## src/rtl/bm_pkg.sv

```systemverilog
// Shared constants, types and segment/offset helpers for the Box-Muller g(u2) sin/cos stage.
// Build option BM_SINCOS_ROUND_EN (see bm_cg_interp) selects round-half-up interpolation.
package bm_pkg;

    localparam int U_W   = 16;
    localparam int C_W   = 19;
    localparam int G_W   = 12;
    localparam int OUT_W = 20;
    localparam int SEG_W = 7;
    localparam int OFF_W = 7;
    localparam int ROM_W = C_W + G_W;

    typedef logic [1:0] quad_t;

    typedef enum logic [2:0] {
        IDLE,
        ADDR_S,
        CALC_C,
        CALC_S,
        OUT
    } state_t;

    // cos reads the quarter wave mirrored in odd quadrants, sin in even ones;
    // mirroring the 14-bit index is a bitwise invert of both segment and offset.
    function automatic logic [SEG_W-1:0] seg_addr(input logic [U_W-1:0] u, input logic is_sin);
        return (u[U_W-2] ^ is_sin) ? ~u[U_W-3 -: SEG_W] : u[U_W-3 -: SEG_W];
    endfunction

    function automatic logic [OFF_W-1:0] seg_offset(input logic [U_W-1:0] u, input logic is_sin);
        return (u[U_W-2] ^ is_sin) ? ~u[OFF_W-1:0] : u[OFF_W-1:0];
    endfunction

endpackage

```

## src/rtl/bm_cg_interp.sv

```systemverilog
// Linear interpolation of one quarter-wave ROM entry plus sign application.
// Defining BM_SINCOS_ROUND_EN rounds the gradient step half-up instead of truncating it.
module bm_cg_interp
    import bm_pkg::*;
(
    input  logic [ROM_W-1:0]        rdata,
    input  logic [OFF_W-1:0]        offset,
    input  logic                    neg,
    output logic signed [OUT_W-1:0] result
);

    localparam int P_W = G_W + OFF_W + 1;

    function automatic logic [C_W-1:0] grad_step(input logic [G_W-1:0] g, input logic [OFF_W-1:0] off);
        logic [P_W-1:0] p;
        p = P_W'(g) * P_W'(off);
`ifdef BM_SINCOS_ROUND_EN
        p = p + (P_W'(1) << (OFF_W - 1));
`else
        p = p;
`endif
        return C_W'(p >> OFF_W);
    endfunction

    // Near the zero crossing the step can exceed the base; the magnitude floors at 0.
    function automatic logic [C_W-1:0] sub_clamp(input logic [C_W-1:0] c, input logic [C_W-1:0] d);
        return (d > c) ? '0 : (c - d);
    endfunction

    logic [C_W-1:0]          base;
    logic [C_W-1:0]          step;
    logic [C_W-1:0]          mag;
    logic signed [OUT_W-1:0] mag_s;

    always_comb begin
        base   = rdata[ROM_W-1:G_W];
        step   = grad_step(rdata[G_W-1:0], offset);
        mag    = sub_clamp(base, step);
        mag_s  = signed'(OUT_W'(mag));
        result = neg ? -mag_s : mag_s;
    end

endmodule

```

## src/rtl/bm_sincos_eval.sv

```systemverilog
// Box-Muller g(u2): cos/sin of 2*pi*u2 via one time-shared ROM port, cos lookup then sin.
// Build option BM_SINCOS_ROUND_EN selects round-half-up interpolation (default truncates).
module bm_sincos_eval
    import bm_pkg::*;
(
    input  logic                    clock,
    input  logic                    reset_n,
    input  logic                    in_valid,
    output logic                    in_ready,
    input  logic [U_W-1:0]          u2,
    output logic [SEG_W-1:0]        rom_addr,
    input  logic [ROM_W-1:0]        rom_rdata,
    output logic                    out_valid,
    input  logic                    out_ready,
    output logic signed [OUT_W-1:0] cos_out,
    output logic signed [OUT_W-1:0] sin_out
);

    state_t                  state;
    state_t                  state_nx;
    logic [U_W-1:0]          u2_p0;
    quad_t                   q_p0;
    logic                    accept;
    logic                    calc_sin;
    logic [OFF_W-1:0]        off_sel;
    logic                    neg_sel;
    logic signed [OUT_W-1:0] interp_y;

    assign q_p0     = u2_p0[U_W-1 -: 2];
    assign in_ready = (state == IDLE) | ((state == OUT) & out_ready);
    assign accept   = in_valid & in_ready;
    assign calc_sin = (state == CALC_S);
    assign off_sel  = seg_offset(u2_p0, calc_sin);
    assign neg_sel  = calc_sin ? q_p0[1] : (q_p0[1] ^ q_p0[0]);

    bm_cg_interp u_interp (
        .rdata  (rom_rdata),
        .offset (off_sel),
        .neg    (neg_sel),
        .result (interp_y)
    );

    always_comb begin
        state_nx = state;
        case (state)
            IDLE:    if (accept) state_nx = ADDR_S;
            ADDR_S:  state_nx = CALC_C;
            CALC_C:  state_nx = CALC_S;
            CALC_S:  state_nx = OUT;
            OUT:     if (out_ready) state_nx = accept ? ADDR_S : IDLE;
            default: state_nx = IDLE;
        endcase
    end

    always_ff @(posedge clock or negedge reset_n) begin
        if (!reset_n) begin
            state <= IDLE;
        end else begin
            state <= state_nx;
        end
    end

    // Stage p0: sample capture and ROM addressing (cos segment on accept, sin segment next)
    always_ff @(posedge clock or negedge reset_n) begin
        if (!reset_n) begin
            u2_p0    <= '0;
            rom_addr <= '0;
        end else if (accept) begin
            u2_p0    <= u2;
            rom_addr <= seg_addr(u2, 1'b0);
        end else if (state == ADDR_S) begin
            rom_addr <= seg_addr(u2_p0, 1'b1);
        end
    end

    // Stage p1: ROM data arrives one cycle after its address; cos first, then sin
    always_ff @(posedge clock or negedge reset_n) begin
        if (!reset_n) begin
            cos_out   <= '0;
            sin_out   <= '0;
            out_valid <= 1'b0;
        end else begin
            if (state == CALC_C) begin
                cos_out <= interp_y;
            end
            if (state == CALC_S) begin
                sin_out   <= interp_y;
                out_valid <= 1'b1;
            end else if ((state == OUT) && out_ready) begin
                out_valid <= 1'b0;
            end
        end
    end

endmodule

```

## config.mk

```make
export PLATFORM = sky130hd
export DESIGN_NAME = bm_sincos_eval
export DESIGN_NICKNAME = d
export VERILOG_FILES = /design/src/rtl/bm_pkg.sv /design/src/rtl/bm_cg_interp.sv /design/src/rtl/bm_sincos_eval.sv
export SDC_FILE = /design/constraint.sdc
export NUM_CORES = 1
export LEC_CHECK = 0
export CAP_MARGIN = 0
export CORE_UTILIZATION = 52
export CTS_BUF_LIST = sky130_fd_sc_hd__clkbuf_8
export CTS_CLUSTER_DIAMETER = 60
export DETAILED_ROUTE_END_ITERATION = 12
export PLACE_DENSITY = 0.82
export SLEW_MARGIN = 20
export SYNTH_ARGS = -nofsm -noshare
export SYNTH_HDL_FRONTEND = slang
export SYNTH_SLANG_ARGS = --single-unit
```

## constraint.sdc

```tcl
create_clock -name clock -period 8.4 [get_ports clock]
set_input_delay 1.68 -clock clock [delete_from_list [all_inputs] [get_ports clock]]
set_output_delay 1.68 -clock clock [all_outputs]
set_load 0.01 [all_outputs]
```

==> results.yml, run 1 <==
worst_setup_path:
  critical-path-slowest-cell: "fa_2"
  crit_fanout: 8
  worst_setup_path_start_kind: "register"
  crit_type: "reg2reg"
  required_ns: 8.63
  worstPathArrival_ns: 8.39
  end_kind: "register"
  cpPeakStageDelay_ns: 0.58
floorplanning:
  io_pins: 100
  die_h_um: 116
  die_area_um2: 13300
  rows: 41
  coreArea_um2: 12600
  die_w_um: 116
  initial_utilization: 0.533
synth:
  synthArstFlopShare: 1.00
  synth_seq_area_share: 0.250
  avgSynthCellArea_um2: 8.85
  yosys_warnings: 0
  synth_edf_count: 0
  synthesis.instances: 757
  synth-seq-cells: 67
  yosysUniqueCellTypes: 59
  syn_area_um2: 6700
  syn_nets: 905
  yosys_most_used_dff: "dfrtp_1"
clocking:
  cts.reportedPaths.clkPinSlew_ns: 0.08
  cts.sinks: 67
  cts_made_buffers: 9
  hold_buffers: 0
  cts_tree: "done"
  cts_root_buf: "clkbuf_8"
  clk_path_buf_depth: 2
  cts_max_level: 3
  insertion_delay_ns: 0.35
timing:
  drv_slew: 0
  timing.fmax_ghz: 0.123
  finalSetupViolCount: 0
  finalHoldViolations: 0
  relSlewSlack: 0.382
  worst_slack_ns: 0.239
  fin_crit_sh: 0.972
  tightest_slew_ns: 0.920
  finalSetupTns_ns: 0
  holdWs_ns: 0.478
  finalWorstPathRequiredPeriod_ns: 8.16
  fin_skew_ns: 0.0140
routing:
  via_per_inst: 5.49
  drtIter0Drc: 435
  wirelength_mm: 18.0
  avgRoutedWirePerCell_um: 15.6
  num_vias: 6305
  ant_nets: 0
  first_pass_iters: 5
  drc: 0
layout:
  fin_nets: 1120
  area_growth_pct: 38.6
  instances_no_fill: 1149
  drive_above_1_share: 0.255
  num_antenna_cells: 0
global_route:
  grt_pass1_vias: 6178
  grt_max_degree: 68
  grt.overflow.total: 0
  grt_pass1_wl_mm: 27.9
  antenna_found_initial: 0
  grtUsageTotal: 0.263
placement:
  place_ws_ns: -0.706
  gp_congestion: 0.891
  hpwl_mm: 12.8
  io_buffers: 99
  place_inst: 1113
job:
  cap_violations: 0
outcome:
  outcome: "completed"
worst_hold_path:
  min_path_type: "reg2reg"
[per-layer routing]
| metal | part of all wire | GRT usage | vias to the layer above |
|---|---|---|---|
| li1 | - | - | 2964 |
| met1 | 0.40 | 0.330 | 3106 |
| met2 | 0.53 | 0.465 | 197 |
| met3 | 0.049 | 0.0439 | 38 |
| met4 | 0.023 | 0.0727 | 0 |
| met5 | 0 | 0 | - |
[kinds of logic (layout without fill, tap and decap cells)]
kind of cell | Yosys count | after routing | synth area share
and+or+nand+nor | 274 | 274 | 0.199
AOI/OAI and AO/OA | 142 | 142 | 0.137
adders and majority gates | 97 | 97 | 0.236
buffers and inverters | 88 | 308 | 0.0510
DFF | 67 | 67 | 0.250
xor gates and xnor gates | 63 | 63 | 0.0835
muxes | 26 | 26 | 0.0433
[per-stage QoR]
stage | area [um^2] | utilization
after floorplan | 6740 | -
after global placement | 8660 | 0.689
after detailed placement | 8660 | 0.689
after CTS | 8930 | 0.711
after global routing | 9280 | 0.739
final | 9280 | 0.739
[cell usage in the layout, fill, tap and decap left out, types with 7 or more instances in the layout]
master / netlist / layout
xor2_1: 32 / 32
a21oi_1: 32 / 28
clkbuf_8: 0 / 10
nor3_1: 15 / 11
buf_4: 0 / 129
a21o_1: 9 / 9
clkdlybuf4s50_1: 0 / 89
dfrtp_1: 67 / 67
xnor2_1: 30 / 24
o21ai_1: 8 / 16
nand2_1: 114 / 112
inv_1: 59 / 58
ha_1: 48 / 43
fa_1: 49 / 46
mux2_2: 24 / 24
nand3_1: 8 / 7
or3_1: 9 / 9
o21ai_0: 48 / 36
and2_1: 53 / 49
nor2_1: 39 / 39
[final cells by class]
cell class                      instances  area, um^2
Fill cell                             861        3280
Timing Repair Buffer                  233        1970
Clock buffer                           10         138
Inverter                               59         221
Multi-Input combinational cell        602        5020
Clock inverter                          6        41.3
Tap cell                              172         215
Sequential cell                        67        1680
[worst max-delay path, delay by kind of cell, from the launching register on]
family | cells | cell delay (ns)
and+or+nand+nor | 8 | 2.17
DFF | 1 | 0.38
buffers and inverters | 4 | 0.43
xor gates and xnor gates | 3 | 0.89
AOI/OAI and AO/OA | 10 | 1.64
adders and majority gates | 6 | 2.52
[sequential cells by signal (all words and copies together) (netlist names)]
name       cells
cos_out       20
sin_out       20
u2_p0         16
rom_addr       7
state          3
out_valid      1
[worst paths after layout]
check | startpoint | end | slack (ns) | depth (start not counted)
min in group asynchronous | reset_n | state[0]$_DFFE_PN0P_ | 1.50 | 2
worst max register to register | state[2]$_DFFE_PN0P_ | cos_out[17]$_DFFE_PN0P_ | 0.24 | 31
worst min-delay path | sin_out[3]$_DFFE_PN0P_ | sin_out[3]$_DFFE_PN0P_ | 0.48 | 2
max in group asynchronous | reset_n | sin_out[16]$_DFFE_PN0P_ | 6.34 | 2
worst max-delay path | state[2]$_DFFE_PN0P_ | cos_out[17]$_DFFE_PN0P_ | 0.24 | 31
worst min register to register | sin_out[3]$_DFFE_PN0P_ | sin_out[3]$_DFFE_PN0P_ | 0.48 | 2
[timing repair]
item                       4_1_cts  5_1_grt
setup endpoints to repair       26       28
buffers inserted                 6       13
cloned                           0        1
pin swaps                       21       43
gates resized for setup         27       66
[cell usage after synthesis, drive strengths merged (4+ instances only)]
cell type,count,area (um^2)
a21o,9,67.6
a21oi,32,160
a31oi,6,37.5
and2,53,332
buf,5,30.0
clkbuf,24,90.1
dfrtp,67,1680
fa,49,981
ha,48,601
inv,59,221
mux2,24,270
nand2,114,428
nand2b,7,46.3
nand3,8,40.0
nor2,41,159
nor2b,5,31.3
nor3,16,85.1
o211ai,5,42.5
o21ai,56,280
o31a,5,45.0
o31ai,4,43.8
or2,4,25.0
or3,9,56.3
xnor2,30,263
xor2,33,297
Power of run 1 is not shown: default switching activity piles up to over one toggle a cycle in this logic, so the estimate is an artifact.
==> inputs of run 2 (changes only) <==
Settings changed: CTS_CLUSTER_SIZE from default to 20.
==> results of run 2 <==
The final DEF is identical to that of run 1; final timing and power are the same.
Power of run 2 is left out for the same reason.
